## src/rtl/pipe_stage_reg.sv

```systemverilog
// Pipeline stage register: valid/ready on both sides, 2-entry skid buffer, synchronous flush.
// Optional performance counters (stall_cnt, drop_cnt) are enabled by defining PIPE_STAGE_PERF_EN.
module pipe_stage_reg #(
    parameter int unsigned       WIDTH       = 32,
    parameter logic [WIDTH-1:0]  RESET_VALUE = '0,
    parameter int unsigned       CNT_WIDTH   = 32
) (
    input  logic                    clk,
    input  logic                    rst,
    input  logic                    flush,
    input  logic                    in_valid,
    output logic                    in_ready,
    input  logic signed [WIDTH-1:0] in_data,
    output logic                    out_valid,
    input  logic                    out_ready,
    output logic signed [WIDTH-1:0] out_data,
    output logic [1:0]              occupancy
`ifdef PIPE_STAGE_PERF_EN
    ,
    output logic [CNT_WIDTH-1:0]    stall_cnt,
    output logic [CNT_WIDTH-1:0]    drop_cnt
`endif
);

    // Handshake: a transfer happens on a rising edge where valid and ready are both high;
    // a producer holds valid and data stable until that transfer.
    typedef enum logic [1:0] {
        EMPTY = 2'd0,
        ONE   = 2'd1,
        FULL  = 2'd2
    } state_t;

    if (WIDTH < 1) begin : g_bad_width
        $error("pipe_stage_reg: WIDTH must be >= 1");
    end
    if (CNT_WIDTH < 1) begin : g_bad_cnt_width
        $error("pipe_stage_reg: CNT_WIDTH must be >= 1");
    end

    state_t                    state_q, state_d;
    logic signed [WIDTH-1:0]   main_d_q, main_d_n;
    logic signed [WIDTH-1:0]   skid_d_q, skid_d_n;
    logic                      in_ready_q;
    logic                      main_v, skid_v;
    logic                      in_fire, out_fire;

    assign main_v    = (state_q != EMPTY);
    assign skid_v    = (state_q == FULL);
    assign in_fire   = in_valid & in_ready_q;
    assign out_fire  = main_v & out_ready;

    assign in_ready  = in_ready_q;
    assign out_valid = main_v;
    assign out_data  = main_d_q;
    assign occupancy = {1'b0, main_v} + {1'b0, skid_v};

    always_comb begin
        state_d  = state_q;
        main_d_n = main_d_q;
        skid_d_n = skid_d_q;
        case (state_q)
            EMPTY: begin
                if (in_fire) begin
                    main_d_n = in_data;
                    state_d  = ONE;
                end
            end
            ONE: begin
                if (in_fire && out_fire) begin
                    main_d_n = in_data;
                end else if (in_fire) begin
                    skid_d_n = in_data;
                    state_d  = FULL;
                end else if (out_fire) begin
                    main_d_n = RESET_VALUE;
                    state_d  = EMPTY;
                end
            end
            FULL: begin
                // in_ready is low here, so only the drain side can move
                if (out_fire) begin
                    main_d_n = skid_d_q;
                    skid_d_n = RESET_VALUE;
                    state_d  = ONE;
                end
            end
            default: begin
                state_d  = EMPTY;
                main_d_n = RESET_VALUE;
                skid_d_n = RESET_VALUE;
            end
        endcase
    end

    always_ff @(posedge clk) begin
        if (rst || flush) begin
            state_q    <= EMPTY;
            main_d_q   <= RESET_VALUE;
            skid_d_q   <= RESET_VALUE;
            in_ready_q <= 1'b1;
        end else begin
            state_q    <= state_d;
            main_d_q   <= main_d_n;
            skid_d_q   <= skid_d_n;
            in_ready_q <= (state_d != FULL);
        end
    end

`ifdef PIPE_STAGE_PERF_EN
    logic [CNT_WIDTH:0]   drop_sum;
    logic [CNT_WIDTH-1:0] drop_next;

    // Saturating add of the entries squashed this cycle
    assign drop_sum  = {1'b0, drop_cnt} + (CNT_WIDTH+1)'(occupancy);
    assign drop_next = drop_sum[CNT_WIDTH] ? '1 : drop_sum[CNT_WIDTH-1:0];

    always_ff @(posedge clk) begin
        if (rst) begin
            stall_cnt <= '0;
            drop_cnt  <= '0;
        end else if (flush) begin
            drop_cnt  <= drop_next;
        end else if (main_v && !out_ready && (stall_cnt != '1)) begin
            stall_cnt <= stall_cnt + CNT_WIDTH'(1);
        end
    end
`endif

endmodule

```

## config.mk

```make
export PLATFORM = sky130hd
export DESIGN_NAME = pipe_stage_reg
export DESIGN_NICKNAME = d
export VERILOG_FILES = /design/src/rtl/pipe_stage_reg.sv
export SDC_FILE = /design/constraint.sdc
export NUM_CORES = 1
export LEC_CHECK = 0
export BUFFER_PORTS_ARGS = -buffer_cell sky130_fd_sc_hd__buf_2
export CAP_MARGIN = 30
export CORE_AREA = 2 2 115 61
export CTS_CLUSTER_DIAMETER = 50
export DETAILED_ROUTE_END_ITERATION = 6
export DIE_AREA = 0 0 117 63
export GPL_ROUTABILITY_DRIVEN = 0
export PLACE_DENSITY = 0.91
export SYNTH_ARGS = -nofsm -noshare
export SYNTH_HDL_FRONTEND = slang
export SYNTH_SLANG_ARGS = --single-unit
```

## constraint.sdc

```tcl
create_clock -name clk -period 1.6 [get_ports clk]
set_input_delay 0.08 -clock clk [delete_from_list [all_inputs] [get_ports clk]]
set_output_delay 0.08 -clock clk [all_outputs]
set_load 0.005 [all_outputs]
```

Word level (Yosys, flattened, before mapping). Cells that the tools add are included.

Register bits: 67. Input port bits: 37. Output and inout bits: 36. Logic and storage cells: 37.

Add/subtract/negate cells: 1. Eq/ne operators: 9. Muxes and demuxes: 14. Bitwise gates (word level): 3. Reductions and logical operators: 6.

Operators by type and width (count): $mux 32 (6); $pmux 32 s3 (2); $mux 2 (5); $ne 2x2->1 const B (4); $reduce_and 4->1 (2); $ne 3x3->1 const B (2); $pmux 2 s3 (1); $add 1x1->2 (1); $and 1x1->1 (2); $eq 2x1->1 const B (1); $eq 2x2->1 const B (1); $logic_not 2->1 (1); $ne 2x1->1 const B (1); $reduce_bool 2->1 (1); $logic_and 1x1->1 (1); $logic_or 1x1->1 (1); $not 1->1 (1).

Logic depth before layout (Yosys ltp). Gate-level depths: netlist of run 1.

Depth after elaboration: 7. Mapped depth: 7.

Least setup slack after synthesis of run 1. No wires, ideal clock.

Kind: reg2reg. Start point: register state_q[1]. End point: register main_d_q[23], in the netlist out_data[23]. Setup time: 0.128 ns. Data arrival time: 1.196 ns. Data required time: 1.472 ns. Path slack: 0.277 ns. Cell stages (with the launch flop): 7. Path buffers: 2. Period minus slack after synthesis: 1.323 ns. Path through: dfxtp_1 -> buf_6 -> nor2_1 -> a22o_1 -> buf_6 -> a22oi_1 -> nor2_1.

Longest elaborated chain between the ends: 5. Elaborated cells on any way between the ends: 13. Those cells by class: 6 x eq/ne; 2 x mux; 1 x bitwise; 4 x reduce/logical.

RTL lines: from (decl) (line 40) `state_t state_q, state_d;`; from (signal assigned) (line 102) `state_q <= state_d;`; $reduce_bool 2->1 (line 47) `assign main_v = (state_q != EMPTY);`; $and 1x1->1 (line 50) `assign out_fire = main_v & out_ready;`; $logic_and 1x1->1 (line 69) `if (in_fire && out_fire) begin`; $ne 3x3->1 (no line) or $mux 32 (tied branches); $reduce_and 4->1 (no line) or $pmux 32 s3 (tied branches); to (signal assigned) (line 103) `main_d_q <= main_d_n;`; to (decl) (line 41) `logic signed [WIDTH-1:0] main_d_q, main_d_n;`.

Several ways; a longest one is shown, not always the timed one. A chain may end at the register's enable or synchronous reset.

Worst setup path in the final report of run 1.
Start point: register state_q[0]. End point: output port occupancy[1].

Longest elaborated chain between the ends: 2. Elaborated cells on any way between the ends: 3. Those cells by class: 1 x add/sub; 1 x eq/ne; 1 x reduce/logical.

RTL lines: $eq 2x2->1 or $reduce_bool 2->1 (tied branches) (line 48, 47); $add 1x1->2 (*) (line 55) `assign occupancy = {1'b0, main_v} + {1'b0, skid_v};`; to (decl) (line 17) `output logic [1:0] occupancy`.

Every way passes the cells marked *; elsewhere a longest branch is shown, timed or not.

==> results.toml, run 1 <==
[power_and_ir_drop]
p_switching_w = 0.001024
p_sw_frac = 0.2277
internal-power_w = 0.003471
p_comb_frac = 0.116
irDropWorstVdd_v = 0.0005790
sequentialPowerShare = 0.385
p_clk_frac = 0.499
powerDensity_mw_per_mm2 = 1093
leakage_nw = 1.626

[drt]
drt-pass1-iter-count = 4
routedWlPerCell_um = 15.85
ant_nets = 0
vias = 2827
wirelength_um = 8054
drcViolationCount = 0
dr.first_iter.drc_count = 226
routed_via_density = 5.565

[critical_path]
r2r-start = "state_q[1]"
worstSetupStartpointType = "flop"
critPathLaunch = "state_q[0]"
endpoint_kind = "output pin"
required_ns = 1.52
arrival_ns = 1.43
crit_type = "flop to output pin"
crit_fanout = 37

[synth]
syn_area_mm2 = 0.003381
syn_avg_cell_area_um2 = 9.659
yosysSeqAreaShare = 0.3967
synth-seq-cells = 67
synth_area_leader_cell = "dfxtp_1"
synth_top_area_share = 0.3967
yosys_warnings = 0
synth.distinct_cells = 29
syn_inst = 350
syn_nets = 387
synth_area_leaders = "dfxtp_1 40%, mux2i_1 19%, o2bb2ai_1 8.3%, nor2_1 7.2%, a22oi_1 6.2%"

[cts]
ctsLongestPathBuffers = 2
cts-root-buf = "clkbuf_16"
cts_setup_buffers = 0
clk_latency_ns = 0.33
cts-hold-fix-buffers = 0
cts_resized = 0
cts_buffers = 9
cts_tree = "built"
cts.sinks = 67
clk_pin_slew_ns = 0.05
cts_max_level = 3

[global_route]
first_global_vias = 2690
grt_usage = 0.2304
grt_pass1_wl_um = 13140
grt_max_degree = 38
antenna_found_initial = 0
grt_overflow = 0

[die]
core_mm2 = 0.006437
pin_count = 73
die_area_mm2 = 0.007371
initial_utilization = 0.5252
die-height_um = 63
fp.dieW_um = 117
rows = 21

[cells_and_area]
multi_input_area_mm2 = 0.001774
antenna_cells = 0
n_fill_cell = 527
drive_gt1_frac = 0.2668
fin_cells = 508
layout.nets = 448
seqCellArea_mm2 = 0.001346
syn2layout_area_growth_pct = 21.61

[sta]
slew_viol_final = 0
max_freq_mhz = 663.0
final.setup_skew_ns = 0.003467
rsz0062_at_grt = "false"
maxSlewHeadroom = 0.7438
worst_slew_pin_slew_ns = 0.3843
setup_viol = 0
tns_ns = 0
hold_viol = 0
min_period_ns = 1.508
min_period_over_period = 0.9427

[run]
cap_violations = 0

[placed_design]
portBuffers = 72
dp_cells = 492
place_hpwl_um = 5223

[status]
status = "finished, final reports clean"

[worst_hold_path]
min_from = "flush"
hold_class = "primary input to flop"
==> area by class of cell <==
| class | instances | area share |
|---|---|---|
| inverter | 2 | 0.001826 |
| multi-input combinational | 246 | 0.4315 |
| timing repair buffer | 85 | 0.1266 |
| clock buffer | 13 | 0.06817 |
| clock inverter | 3 | 0.01643 |
| sequential | 67 | 0.3274 |
| tap | 92 | 0.02800 |
==> metal layers <==
layer  share of wire  vias up  track usage
met1            0.48     1340       0.3220
met4          0.0094        0      0.06912
met5               0        -            0
met3           0.082        8      0.08341
li1                -     1372            -
met2            0.43      107       0.3309
==> registers in the layout (all words and copies together) (netlist names) <==
| name | cells |
|---|---|
| in_ready | 1 |
| state_q | 2 |
| out_data | 32 |
| skid_d_q | 32 |
==> cells by family (layout without fill, tap and decap cells) <==
family | Yosys count | after routing | share of synthesized area
buf+inv | 37 | 103 | 0.07883
mux | 64 | 64 | 0.1895
simple gates | 110 | 110 | 0.1577
compound gates | 72 | 72 | 0.1773
flops | 67 | 67 | 0.3967
==> through the flow <==
stage               total power [W]  setup slack (ns)  area, um2  hold WS (ns)  utilization
floorplan                  0.002121            0.2768       3381        0.2940            -
global placement           0.002264            0.1915       3760        0.4112       0.5841
detailed placement         0.002281            0.1022       3760        0.4298       0.5841
CTS                        0.004535           0.07467       4108       0.09130       0.6381
global route               0.004678           0.01878       4111        0.1188       0.6387
finish                     0.004494           0.09169       4111        0.1022       0.6387
==> worst max-delay path, cell delays in order (launching register included) <==
cell and delay [ns]:
dfxtp_1 0.51, buf_12 0.25, nand2b_1 0.16, inv_1 0.04, buf_2 0.12
==> power by group through the flow <==
| stage | logic, W | clock network [W] | registers (W) |
|---|---|---|---|
| after global routing | 0.000575 | 0.00237 | 0.00173 |
| after detailed placement | 0.000515 | 0 | 0.00177 |
| after floorplan | 0.000357 | 0 | 0.00176 |
| after global placement | 0.000500 | 0 | 0.00176 |
| after CTS | 0.000520 | 0.00228 | 0.00173 |
| final | 0.000521 | 0.00224 | 0.00173 |
==> path summary, 6_finish.rpt <==
check                  to  slack, ns  cells after the start
min reg2reg  skid_d_q[12]       0.49                      2
min              in_ready       0.10                      3
max          occupancy[1]       0.09                      4
max reg2reg  out_data[16]       0.13                      5
==> cell usage after synthesis <==
master     instances
mux2i_1           64
o2bb2ai_1         32
clkbuf_1          13
a22oi_2            4
or2_2              2
o21ba_2            1
and2_1            32
and4b_1            1
dfxtp_1           67
a22oi_1           28
a211o_1            1
a22o_1             1
and3b_1            1
buf_2              6
nor2_1            65
nand2_1            1
buf_1              1
nand3_1            2
o211ai_1           1
a21oi_1            2
nand3b_1           4
buf_6              7
and2b_1            1
buf_4              5
o21ai_0            1
o22a_1             1
buf_12             3
nand2b_1           1
inv_1              2
==> placed cells by master, fill, tap and decap left out, types with 2 or more instances in the layout <==
cell	n
buf_4	8
bufinv_16	2
dfxtp_1	65
buf_2	72
and2_1	32
a22oi_2	4
nand3_1	2
buf_12	5
o2bb2ai_1	32
clkbuf_16	9
clkbuf_8	4
inv_1	2
a21oi_1	2
or2_2	2
a22oi_1	28
mux2i_1	64
nor2_1	65
nand3b_1	4
No activity file was read; power rests on OpenSTA's default activity.
==> run 2, diff against run 1 <==
CORE_AREA = 2 2 114 61   (was 2 2 115 61)
CTS_BUF_LIST = sky130_fd_sc_hd__clkbuf_4   (was not set)
DIE_AREA = 0 0 116 63   (was 0 0 117 63)
REMOVE_ABC_BUFFERS = 1   (was not set)
==> run 2 against run 1 <==
Sequential power hardly changed. Global-route usage decreased by 0.36 points. Via count is 0.64% lower. Die area shrank 0.85%. Final area shrank 3.3%. First-iteration DRC count fell by 2.7%. Combinational power grew 1%. Flip-flop and latch count did not move. Register-to-register slack got worse by 0.04 ns. Power decreased by 26%. Critical endpoint unchanged.
==> results.toml, run 2 (synthesis results as in run 1) <==
[status]
status = "finished, final reports clean"

[sta]
setup_viol = 0
rsz0062_at_grt = "false"
max_freq_mhz = 654.5
maxSlewHeadroom = 0.5727
min_period_over_period = 0.9549
min_period_ns = 1.528
final.setup_skew_ns = 0.01224
tns_ns = 0
hold_viol = 0
worst_slew_pin_slew_ns = 0.6410
slew_viol_final = 0

[cts]
cts-root-buf = "clkbuf_4"
cts.sinks = 67
cts_buffers = 9
cts_setup_buffers = 0
cts_tree = "built"
cts_max_level = 3
clk_latency_ns = 0.43
ctsLongestPathBuffers = 2
clk_pin_slew_ns = 0.09

[worst_hold_path]
hold_class = "primary input to flop"
min_to = "in_ready"
min_from = "flush"
holdPathStages = 3

[critical_path]
crit_fanout = 26
reg2reg_to = "skid_d_q[27]"
r2r_cells = 5
crit_type = "flop to output pin"
arrival_ns = 1.45
r2r_slack_ns = 0.09
worstPathCellList = "buf_8 > nand2b_1 > inv_1 > buf_2"
max_stage_delay_ns = 0.45
r2r-start = "state_q[1]"
required_ns = 1.52
critPathBufInv = 3
endpoint_kind = "output pin"
cp_slowest_cell = "dfxtp_2"
crit_family = "flip-flops"
worstSetupStartpointType = "flop"

[die]
pin_count = 73
die_area_mm2 = 0.007308
fp.dieW_um = 116
core_mm2 = 0.006359
rows = 21
die-height_um = 63
initial_utilization = 0.5317

[power_and_ir_drop]
irDropWorstVdd_v = 0.0005004
powerDensity_mw_per_mm2 = 836.7
leakage_nw = 1.573

[drt]
vias = 2809
drcViolationCount = 0
ant_nets = 0
dr.first_iter.drc_count = 220
routedWlPerCell_um = 15.20
drt-pass1-iter-count = 5
routed_via_density = 5.412
wirelength_um = 7887

[global_route]
grt_usage = 0.2267
first_global_vias = 2668
grt_overflow = 0
antenna_found_initial = 0
grt_pass1_wl_um = 12790
grt_max_degree = 65

[cells_and_area]
antenna_cells = 0
syn2layout_area_growth_pct = 17.62
layout_common_cells = "72 x buf_2, 65 x nor2_1, 64 x mux2i_1, 64 x dfxtp_1"
final_common_cell = "buf_2"
drive_gt1_frac = 0.2600
layout.nets = 460
fin_cells = 519

[placed_design]
place_hpwl_um = 5201
portBuffers = 72
dp_cells = 494

[run]
cap_violations = 0
[run 2: changes by cell type in the layout (fill, tap and decap cells not counted), moves of 3 or more]
cell / delta
clkbuf_4: +11
dlygate4sd3_1: +10
clkbuf_16: -9
clkbuf_8: -4
buf_12: -3
buf_4: +3
[run 2: how the worst max path moves through the flow]
| stage | start | end | cells after the start |
|---|---|---|---|
| finish | state_q[0] | occupancy[1] | 4 |
| global route | state_q[0] | occupancy[1] | 4 |
| CTS | state_q[0] | occupancy[1] | 4 |
| detailed placement | state_q[0] | out_data[13] | 5 |
| global placement | state_q[1] | skid_d_q[31] | 5 |
| floorplan | state_q[1] | skid_d_q[0] | 3 |
[run 2: repair_timing]
action,4_1_cts,5_1_grt
setup endpoints to repair,2,4
hold buffers,11,0
pin swaps,0,0
gates resized for setup,3,2
endpoints found under the hold margin,10,0
[run 2: area by class of cell]
type | instances | area (um2)
clock buffers | 11 | 82.58
clock inverters | 4 | 42.54
inverters | 2 | 7.507
repair buffers | 97 | 609.3
fillers | 554 | 2382
flip-flops and latches | 67 | 1345
multi-input cells | 246 | 1774
well taps | 92 | 115.1
[run 2: where the power goes]
group / switching [W] / internal [W] / leakage, nW
logic: 0.000287 / 0.000241 / 0.958
clock network: 0.000578 / 0.000491 / 0.0718
registers: 0.0000246 / 0.00170 / 0.543
[run 2: stage by stage]
stage	power (W)	hold slack (ns)	area, um2	util	worst slack [ns]
6_report	0.003327	0.01344	3976	0.6253	0.07216
5_1_grt	0.003492	0.02461	3976	0.6253	0.0006485
2_1_floorplan	0.002058	0.1940	3122	-	-1.495
4_1_cts	0.003365	0.001300	3981	0.6261	0.01736
3_3_place_gp	0.002256	0.4085	3737	0.5878	0.1873
3_5_place_dp	0.002268	0.4305	3737	0.5878	0.1263
[run 2: per-layer routing]
layer  up-vias  part of all wire  global-route usage
met1      1296              0.48              0.3098
met4         0             0.012             0.07143
met3        13             0.077             0.08632
met5         -                 0                   0
li1       1391                 -                   -
met2       109              0.43              0.3297
[run 2: tightest hold or removal path, stage by stage]
cell,delay [ns]
buf_2,0.07
or2_2,0.13
a211o_1,0.12
==> run 3, diff against run 2 <==
ABC_AREA = 1   (was not set)
==> run 3 against run 2 <==
Flip-flop and latch count unchanged. Fmax up 7.2%. Hold slack better by 0.0089 ns. Critical endpoint is now skid_d_q[7]. Setup slack better by 0.10 ns. Largest cell class unchanged. Combinational power down 10%.
==> results.toml, run 3 <==
[synth]
syn_area_mm2 = 0.003348
synth.distinct_cells = 23
synth_area_leaders = "dfxtp_1 40%, nand2_1 21%, nor2_1 13%, inv_1 5.6%, a21oi_1 5.1%"
synth_area_leader_cell = "dfxtp_1"
synth_flop_cell = "dfxtp_1"
syn_avg_cell_area_um2 = 6.166
asyncSetResetFlopFracSynth = 0
yosysSeqAreaShare = 0.4006
synth_edf_count = 0
synth-seq-cells = 67
syn_inst = 543
synth_most_common_cell = "nand2_1"
synth_top_area_share = 0.4006
netlist_top_cells_count = "188 x nand2_1, 112 x nor2_1, 67 x dfxtp_1"
yosys_warnings = 0

[drt]
routedWlPerCell_um = 12.52
routed_via_density = 4.969
vias = 3538
dr.first_iter.drc_count = 247
drt-pass1-iter-count = 5
wirelength_um = 8911
ant_nets = 0
drcViolationCount = 0

[critical_path]
endpoint_kind = "flop"
r2r_slack_ns = 0.18
worstSetupStartpointType = "flop"
required_ns = 1.92
crit_fanout = 18
cp_slowest_cell = "dfxtp_2"
max_stage_delay_ns = 0.41
crit_type = "flop to flop"
arrival_ns = 1.74
worstPathCellList = "inv_2 > o21ai_1 > nand2_2 > buf_4 > o21ai_0 > nor2_1"

[power_and_ir_drop]
p_sw_frac = 0.2715
internal-power_w = 0.002425
irDropWorstVdd_v = 0.0003993
p_comb_frac = 0.142
sequentialPowerShare = 0.519
p_switching_w = 0.0009036
powerDensity_mw_per_mm2 = 842.0
leakage_nw = 2.034
p_clk_frac = 0.338

[cts]
clk_pin_slew_ns = 0.11
clk_latency_ns = 0.42
cts.sinks = 67
cts_max_level = 3
cts_tree = "built"
cts-root-buf = "clkbuf_4"
cts_buffers = 9
ctsLongestPathBuffers = 2

[die]
die_area_mm2 = 0.007308
die-height_um = 63
fp.dieW_um = 116
rows = 21
pin_count = 73
core_mm2 = 0.006359
initial_utilization = 0.5266

[cells_and_area]
final_common_cell = "nand2_1"
drive_gt1_frac = 0.1919
syn2layout_area_growth_pct = 18.05
antenna_cells = 0
layout_common_cells = "188 x nand2_1, 111 x nor2_1, 72 x buf_2"
layout.nets = 652
fin_cells = 712
finalInstanceArea_mm2 = 0.003953
n_fill_cell = 584
seqCellArea_mm2 = 0.001344
multi_input_area_mm2 = 0.001603
utilization = 0.6216

[sta]
worst_slew_pin_slew_ns = 0.4826
final.setup_skew_ns = 0.01334
maxSlewHeadroom = 0.6779
max_freq_mhz = 701.9
whs_ns = 0.02237
hold_viol = 0
setup_viol = 0
min_period_ns = 1.425
min_period_over_period = 0.8904
slew_viol_final = 0
rsz0062_at_grt = "false"

[global_route]
grt_overflow = 0
grt_usage = 0.2562
met2_usage = 0.3735
grt_max_degree = 31
gr-usage-met1 = 0.3571
top_usage_layer = "met2"
grt_pass1_wl_um = 14660
first_global_vias = 3204
antenna_found_initial = 0
gr-usage-met3 = 0.07371

[worst_hold_path]
hold_class = "primary input to flop"

[run]
cap_violations = 0

[placed_design]
dp_cells = 692
place_hpwl_um = 6248
portBuffers = 72
place_area_mm2 = 0.003777

[status]
status = "finished, final reports clean"
-- run 3: changes by cell type in the layout (fill, tap and decap cells not counted), sizes merged, moves of 50 or more --
cell,change
nand2,+190
mux2i,-64
inv,+51
nor2,+50
-- run 3: timing repair --
item / CTS / global route
setup endpoints to repair: 1 / 23
resized for setup: 0 / 3
pin swaps: 1 / 0
hold buffers: 1 / 0
endpoints found under the hold margin: 1 / 0
setup buffers: 3 / 0
-- run 3: kinds of logic (layout without fill, tap and decap cells) --
kind of cell,after synthesis,after routing,share of synthesized area
AOI/OAI and AO/OA,66,66,0.09978
buffers and inverters,86,163,0.1214
DFF,67,67,0.4006
and+or+nand+nor,324,324,0.3782
-- run 3: layout make-up --
| type | instances | share of cell area |
|---|---|---|
| clock buffer | 13 | 0.02469 |
| clock inverter | 3 | 0.009813 |
| inverter | 54 | 0.05192 |
| multi-input combinational | 390 | 0.4055 |
| sequential | 67 | 0.3400 |
| tap | 92 | 0.02912 |
| timing repair buffer | 93 | 0.1390 |
-- run 3: metrics by stage --
stage	setup WS [ns]	total power [W]	TNS (ns)
2_1_floorplan	-0.6828	0.002026	-35.04
3_3_place_gp	0.1866	0.002209	0
3_5_place_dp	0.07274	0.002227	0
4_1_cts	0.05172	0.003335	0
5_1_grt	0.05031	0.003509	0
6_report	0.1753	0.003328	0
-- run 3: worst paths after layout --
kind | from | to | cells past startpoint
max reg2reg | state_q[0] | skid_d_q[7] | 6
max | state_q[0] | skid_d_q[7] | 6
min | in_data[4] | skid_d_q[4] | 5
min reg2reg | out_data[4] | out_data[4] | 2
-- run 3: power groups by stage --
| stage | clock [W] | sequential, W | combinational, W |
|---|---|---|---|
| after CTS | 0.00114 | 0.00173 | 0.000466 |
| final | 0.00113 | 0.00173 | 0.000473 |
| after floorplan | 0 | 0.00177 | 0.000256 |
| after global routing | 0.00124 | 0.00173 | 0.000533 |
| after detailed placement | 0 | 0.00177 | 0.000461 |
| after global placement | 0 | 0.00176 | 0.000444 |
-- run 3: metal layers --
metal | vias up | routed length [um]
met5 | - | 0
met4 | 0 | 169
met3 | 21 | 819
met2 | 155 | 3736
met1 | 1573 | 4186
li1 | 1789 | -
-- run 3: critical path, delay by kind of cell (launching register included) --
family | cells | cell delay, ns
AO/OA/AOI/OAI | 2 | 0.40
buffers and inverters | 2 | 0.30
flip-flops | 1 | 0.41
AND/OR/NAND/NOR | 2 | 0.20
